**src/rtl/glitch_pkg.sv**
```systemverilog
// rtl/glitch_pkg.sv - shared state encoding and constants for the glitch sequencer
package glitch_pkg;

  localparam int CTR_W_DEF = 32;
  localparam int CNT_W_DEF = 8;

  localparam logic EDGE_RISING  = 1'b0;
  localparam logic EDGE_FALLING = 1'b1;

  typedef enum logic [2:0] {
    ST_IDLE  = 3'd0,
    ST_ARMED = 3'd1,
    ST_DELAY = 3'd2,
    ST_PULSE = 3'd3,
    ST_GAP   = 3'd4
  } state_t;

endpackage

```
**src/rtl/trig_edge_sync.sv**
```systemverilog
// rtl/trig_edge_sync.sv - 2-FF trigger synchroniser with registered edge qualifier
module trig_edge_sync
  import glitch_pkg::*;
(
  input  logic clk,
  input  logic reset,
  input  logic trig_i,
  input  logic falling_i,
  output logic edge_o
);

  logic ff1_q, ff2_q, prev_q, edge_q;
  logic edge_d;

  always_comb begin
    edge_d = 1'b0;
    case (falling_i)
      EDGE_RISING:  edge_d = ff2_q & ~prev_q;
      EDGE_FALLING: edge_d = prev_q & ~ff2_q;
      default:      edge_d = 1'b0;
    endcase
  end

  always_ff @(posedge clk) begin
    if (reset) begin
      ff1_q  <= 1'b0;
      ff2_q  <= 1'b0;
      prev_q <= 1'b0;
      edge_q <= 1'b0;
    end else begin
      ff1_q  <= trig_i;
      ff2_q  <= ff1_q;
      prev_q <= ff2_q;
      edge_q <= edge_d;
    end
  end

  assign edge_o = edge_q;

endmodule

```
**src/rtl/glitch_sequencer.sv**
```systemverilog
// rtl/glitch_sequencer.sv - trigger-to-glitch scheduler: arm, qualify edge, delay, pulse train
module glitch_sequencer
  import glitch_pkg::*;
#(
  parameter int CTR_W = CTR_W_DEF,
  parameter int CNT_W = CNT_W_DEF
) (
  input  logic             clk,
  input  logic             reset,
  input  logic             i_arm,
  input  logic             i_disarm,
  input  logic             i_trig,
  input  logic             i_trig_falling,
  input  logic [CTR_W-1:0] i_delay,
  input  logic [CTR_W-1:0] i_width,
  input  logic [CTR_W-1:0] i_gap,
  input  logic [CNT_W-1:0] i_repeat,
  input  logic [CTR_W-1:0] i_timeout,
  output logic             o_glitch,
  output logic             o_armed,
  output logic             o_waiting,
  output logic             o_firing,
  output logic             o_done,
  output logic             o_timeout,
  output logic [CNT_W-1:0] o_pulse_idx
);

  localparam logic [CTR_W-1:0] CTR_ONE = CTR_W'(1);
  localparam logic [CNT_W-1:0] CNT_ONE = CNT_W'(1);

  state_t           state_q, state_d;
  logic [CTR_W-1:0] cnt_q, cnt_d;
  logic [CNT_W-1:0] idx_q, idx_d;
  logic [CTR_W-1:0] delay_q, width_q, gap_q, timeout_q;
  logic [CNT_W-1:0] repeat_q;
  logic             falling_q;

  logic trig_edge;
  logic arm_ok, timeout_hit, delay_end, pulse_end, gap_end, more_pulses;

  logic glitch_q, armed_q, waiting_q, firing_q, done_q, timeout_q_out;
  logic glitch_d, armed_d, waiting_d, firing_d, done_d, timeout_d;

  trig_edge_sync u_trig_edge_sync (
    .clk       (clk),
    .reset     (reset),
    .trig_i    (i_trig),
    .falling_i (falling_q),
    .edge_o    (trig_edge)
  );

  // Each counter restarts at zero on state entry, so an end test is cnt == value-1.
  assign arm_ok      = (state_q == ST_IDLE) && i_arm && !i_disarm;
  assign timeout_hit = (timeout_q != '0) && (cnt_q == timeout_q - CTR_ONE);
  assign delay_end   = (cnt_q == delay_q - CTR_ONE);
  assign pulse_end   = (cnt_q == width_q - CTR_ONE);
  assign gap_end     = (cnt_q == gap_q - CTR_ONE);
  assign more_pulses = (idx_q + CNT_ONE) < repeat_q;

  always_ff @(posedge clk) begin
    if (reset) begin
      state_q <= ST_IDLE;
      cnt_q   <= '0;
      idx_q   <= '0;
    end else begin
      state_q <= state_d;
      cnt_q   <= cnt_d;
      idx_q   <= idx_d;
    end
  end

  always_comb begin
    state_d = state_q;
    if (i_disarm) begin
      state_d = ST_IDLE;
    end else begin
      case (state_q)
        ST_IDLE:  if (i_arm) state_d = ST_ARMED;
        ST_ARMED: begin
          if (trig_edge)        state_d = (delay_q == '0) ? ST_PULSE : ST_DELAY;
          else if (timeout_hit) state_d = ST_IDLE;
        end
        ST_DELAY: if (delay_end) state_d = ST_PULSE;
        ST_PULSE: if (pulse_end) state_d = more_pulses ? ST_GAP : ST_IDLE;
        ST_GAP:   if (gap_end) state_d = ST_PULSE;
        default:  state_d = ST_IDLE;
      endcase
    end
  end

  always_comb begin
    cnt_d = cnt_q + CTR_ONE;
    if (state_d != state_q || state_q == ST_IDLE) begin
      cnt_d = '0;
    end else if (state_q == ST_ARMED && timeout_q == '0) begin
      cnt_d = cnt_q;
    end
    idx_d = idx_q;
    if (arm_ok) begin
      idx_d = '0;
    end else if (state_q == ST_GAP && state_d == ST_PULSE) begin
      idx_d = idx_q + CNT_ONE;
    end
  end

  always_ff @(posedge clk) begin
    if (reset) begin
      delay_q   <= '0;
      width_q   <= '0;
      gap_q     <= '0;
      repeat_q  <= '0;
      timeout_q <= '0;
      falling_q <= 1'b0;
    end else if (arm_ok) begin
      delay_q   <= i_delay;
      width_q   <= (i_width == '0) ? CTR_ONE : i_width;
      gap_q     <= (i_gap == '0) ? CTR_ONE : i_gap;
      repeat_q  <= (i_repeat == '0) ? CNT_ONE : i_repeat;
      timeout_q <= i_timeout;
      falling_q <= i_trig_falling;
    end
  end

  // Outputs decode the next state so every output is a flop aligned with state_q.
  always_comb begin
    glitch_d  = (state_d == ST_PULSE);
    armed_d   = (state_d == ST_ARMED);
    waiting_d = (state_d == ST_DELAY) || (state_d == ST_GAP);
    firing_d  = (state_d == ST_PULSE);
    done_d    = !i_disarm && (state_q == ST_PULSE) && (state_d == ST_IDLE);
    timeout_d = !i_disarm && (state_q == ST_ARMED) && (state_d == ST_IDLE);
  end

  always_ff @(posedge clk) begin
    if (reset) begin
      glitch_q      <= 1'b0;
      armed_q       <= 1'b0;
      waiting_q     <= 1'b0;
      firing_q      <= 1'b0;
      done_q        <= 1'b0;
      timeout_q_out <= 1'b0;
    end else begin
      glitch_q      <= glitch_d;
      armed_q       <= armed_d;
      waiting_q     <= waiting_d;
      firing_q      <= firing_d;
      done_q        <= done_d;
      timeout_q_out <= timeout_d;
    end
  end

  assign o_glitch    = glitch_q;
  assign o_armed     = armed_q;
  assign o_waiting   = waiting_q;
  assign o_firing    = firing_q;
  assign o_done      = done_q;
  assign o_timeout   = timeout_q_out;
  assign o_pulse_idx = idx_q;

endmodule

```
**config.mk**
```make
export PLATFORM = sky130hd
export DESIGN_NAME = glitch_sequencer
export DESIGN_NICKNAME = d
export VERILOG_FILES = /design/src/rtl/glitch_pkg.sv /design/src/rtl/trig_edge_sync.sv /design/src/rtl/glitch_sequencer.sv
export SDC_FILE = /design/constraint.sdc
export NUM_CORES = 1
export LEC_CHECK = 0
export BUFFER_PORTS_ARGS = -buffer_cell sky130_fd_sc_hd__buf_2
export CAP_MARGIN = 25
export CORE_UTILIZATION = 50
export DETAILED_ROUTE_END_ITERATION = 7
export PLACE_DENSITY_LB_ADDON = 0.12
export REMOVE_ABC_BUFFERS = 1
export SETUP_SLACK_MARGIN = 0.1
export SYNTH_ARGS = -nofsm -noshare
export SYNTH_HDL_FRONTEND = slang
export SYNTH_SLANG_ARGS = --single-unit
```
**constraint.sdc**
```tcl
create_clock -name clk -period 4.1 [get_ports clk]
set_clock_uncertainty 0.05 [all_clocks]
set_input_delay 0.205 -clock clk [delete_from_list [all_inputs] [get_ports clk]]
set_output_delay 0.205 -clock clk [all_outputs]
set_load 0.01 [all_outputs]
```
==> out/qor.csv <==
metric,value,unit
status,"finished, final reports clean",
vias per inst,5.901,
sw frac,30.18,%
layout cells sized above 1,16.13,%
power density cells,318.9,nW/µm²
routed wl met3,2.593,mm
"Cell Area, Synth",12490,µm²
reg-to-reg startpoint,width_q[23],
maximum fanout along the worst path,17,
grt ovf,0,
Max clock buf depth,2,
Psw,0.001541,W
mean post-synth cell area,7.504,µm²
Chip Height,160.0,µm
WHS Endpoint,delay_q[29],
Post-Route M1 WL,17.62,mm
cts bufs inserted,17,
Static Leak,6.113,nW
Max Cap Viol,0,
die width,160.0,µm
most frequent CP cell,or4_4,
Setup Crit Path Kind,reg2reg,
drt total wl,40.49,mm
worst r2r dst,cnt_q[7],
row cnt,57,
Fin. Hold Viols,0,
"count leader, synth",nand2_1,
worst-case reg-to-reg path depth,11,
DIE AREA,25610,µm²
number of DRC violations after detailed routing,0,
largest net degree at the start of global routing,93,
CTS tree,done,
detailed-route via count,13370,
Yosys warnings,0,
"EDFF count, synth",0,
initial antenna violation count,0,
First-pass DRT Iterations,6,
final cell count without fillers,2265,
crit path buf inv count,2,
Starting Density,51.20,%
CP max stage cell,or4_4,
"Worst Setup Slack, final",0.1833,ns
worst min path class,in2reg,
crit-path cells,or3_4 > or4_4 > a2111oi_4 > nand4_1 > or4_1 > or4_4 > o21ba_4 > o41ai_4 > buf_6 > buf_12 > o32ai_1,
"area leader, netlist",dfxtp_1,
worst slew pin tran,0.8578,ns
Final Critical Period,3.917,ns
I/O pins,156,
CP arrival,4.19,ns
RSZ-0062 raised after global routing,true,
H-tree Lvls,4,
CP max stage delay,0.60,ns
"Reg clk slew, reported paths",0.07,ns
CP top delay family,simple AND/OR/NAND/NOR gates,
number of global-route vias before repair,12400,
Critical path origin,width_q[23],
Syn-to-layout area delta,28.23,%
count of antenna-violating nets left after detailed routing,0,
metal2 WL,18.99,mm
DR top layer,met4,
VDD IR-drop max,0.2053,mV
clock share of power,35.3,%
Final period util,95.53,%
Port-buffer cells,155,
routability cong.,0.9571,
Yosys reg bits,189,
# diodes,0,
"top cells by count, synth","nand2_1 (276), dfxtp_1 (189), xnor2_1 (143)",
DR iter-0 viols,1047,
Clock Latency Late Sink,0.45,ns
final setup fails,0,
Synth top area share,30.30,%
"Primary FF master, synth",dfxtp_1,
Worst Hold Launch,i_delay[29],
hpwl dp,28.07,mm
reg2reg setup slack,0.18,ns
Final #Nets,2085,
combinational fraction of design power,25.6,%
Placement Setup Slack,-0.1000,ns
Root Driver,clkbuf_16,
internal power,0.003565,W
part of the power in registers,39.2,%
Layout Utilization,65.65,%
Slew HR,42.81,%
synth unique cells,76,
Fmax,255.3,MHz
first-pass GRT wire length,64.31,mm
Synth Instances,1664,
Fin Setup TNS,0,ns
Async SR Flop Fraction,0,%
Placed Cells,2093,
crit end category,flip-flop,
post-synthesis sequential area ratio,30.30,%
critical path required time,4.37,ns
hold path depth,3,
Sink Count,189,
type of origin of the critical path,flip-flop,
WL/cell,17.88,µm
core area,24390,µm²
Total GRT Usage,31.28,%
top post-synthesis cells by area,"dfxtp_1 (30%), xnor2_1 (10%), nand2_1 (8.3%)",
"Slew Viols, Final",0,
==> worst register-to-register path, stage by stage, from the launching register on <==
cell and delay [ns]:
dfxtp_1 0.31, or3_4 0.39, or4_4 0.47, a2111oi_4 0.35, nand4_1 0.12, or4_1 0.51
or4_4 0.60, o21ba_4 0.26, o41ai_4 0.29, buf_6 0.18, buf_12 0.16, o32ai_1 0.11
==> how the worst max path moves through the flow <==
stage	to	slack, ns	cells past startpoint
floorplan	gap_q[10]	-2.47	5
global placement	cnt_q[0]	0.06	13
detailed placement	cnt_q[18]	-0.10	13
CTS	cnt_q[16]	0.10	12
global route	cnt_q[19]	0.05	12
finish	cnt_q[7]	0.18	11
==> cell type report <==
class	instances	area, µm²
Tap cell	324	405.4
Multi-Input combinational cell	1313	8219
Fill cell	2174	8379
Inverter	33	123.9
Sequential cell	189	3784
Timing Repair Buffer	375	2853
Clock inverter	12	183.9
Clock buffer	19	442.9
==> power groups by stage <==
stage                     clock network, W  registers [W]  logic [W]
after floorplan                          0        0.00201   0.000762
after global placement                   0        0.00204    0.00112
after detailed placement                 0        0.00204    0.00114
after CTS                          0.00181        0.00200    0.00126
after global routing               0.00189        0.00201    0.00143
final                              0.00180        0.00200    0.00131
==> cells by family (layout without fill, tap and decap cells) <==
family,after synthesis,in the layout,synth area share [%]
AND/OR/NAND/NOR,732,732,29.40
AO/OA/AOI/OAI,354,354,18.92
XOR/XNOR,208,208,14.59
flip-flops,189,189,30.30
buffers and inverters,162,439,4.990
adder cells (fa/ha/maj),14,14,1.403
multiplexers,5,5,0.4008
==> placed cells by master (no fill, tap or decap), types with 14 or more instances in the layout <==
cell / n
a21oi_1: 135
a22o_1: 29
a31oi_1: 17
and3_1: 15
buf_2: 154
buf_4: 78
clkbuf_16: 17
dfxtp_1: 189
dlygate4sd3_1: 135
ha_1: 14
inv_1: 33
nand2_1: 275
nand3_1: 35
nand4_1: 34
nor2_1: 92
nor3_1: 64
nor4_1: 58
o21ai_0: 39
o32ai_1: 33
or3_1: 49
or4_1: 20
xnor2_1: 143
xor2_1: 65
==> flip-flops by register name, indices dropped and copies added, names as in the netlist, 3 cells and up <==
register     count
gap_q           32
repeat_q         8
timeout_q       32
o_pulse_idx      8
width_q         32
cnt_q           32
state_q          3
delay_q         32
==> through the flow <==
step	hold slack (ns)	area (µm²)	total power [W]
floorplan	0.2241	11990	0.002777
global placement	0.3731	13830	0.003159
detailed placement	0.3770	13850	0.003174
CTS	0.007992	15900	0.005063
global route	0.02822	16010	0.005335
finish	0.02446	16010	0.005107
==> routing by layer <==
metal,GRT usage [%],up-vias
met1,40.80,6267
met2,52.83,508
met4,11.30,0
li1,-,6511
met3,3.922,80
met5,0,-
==> repair_timing <==
action                                 in CTS  in global routing
endpoints found under the hold margin     135                  0
pin swaps                                   1                  2
resized for setup                           8                 17
setup buffers                               1                  4
gates cloned                                1                  0
hold buffers                              135                  0
setup endpoints to repair                  42                 38
Power figures use the tool's default switching activity.
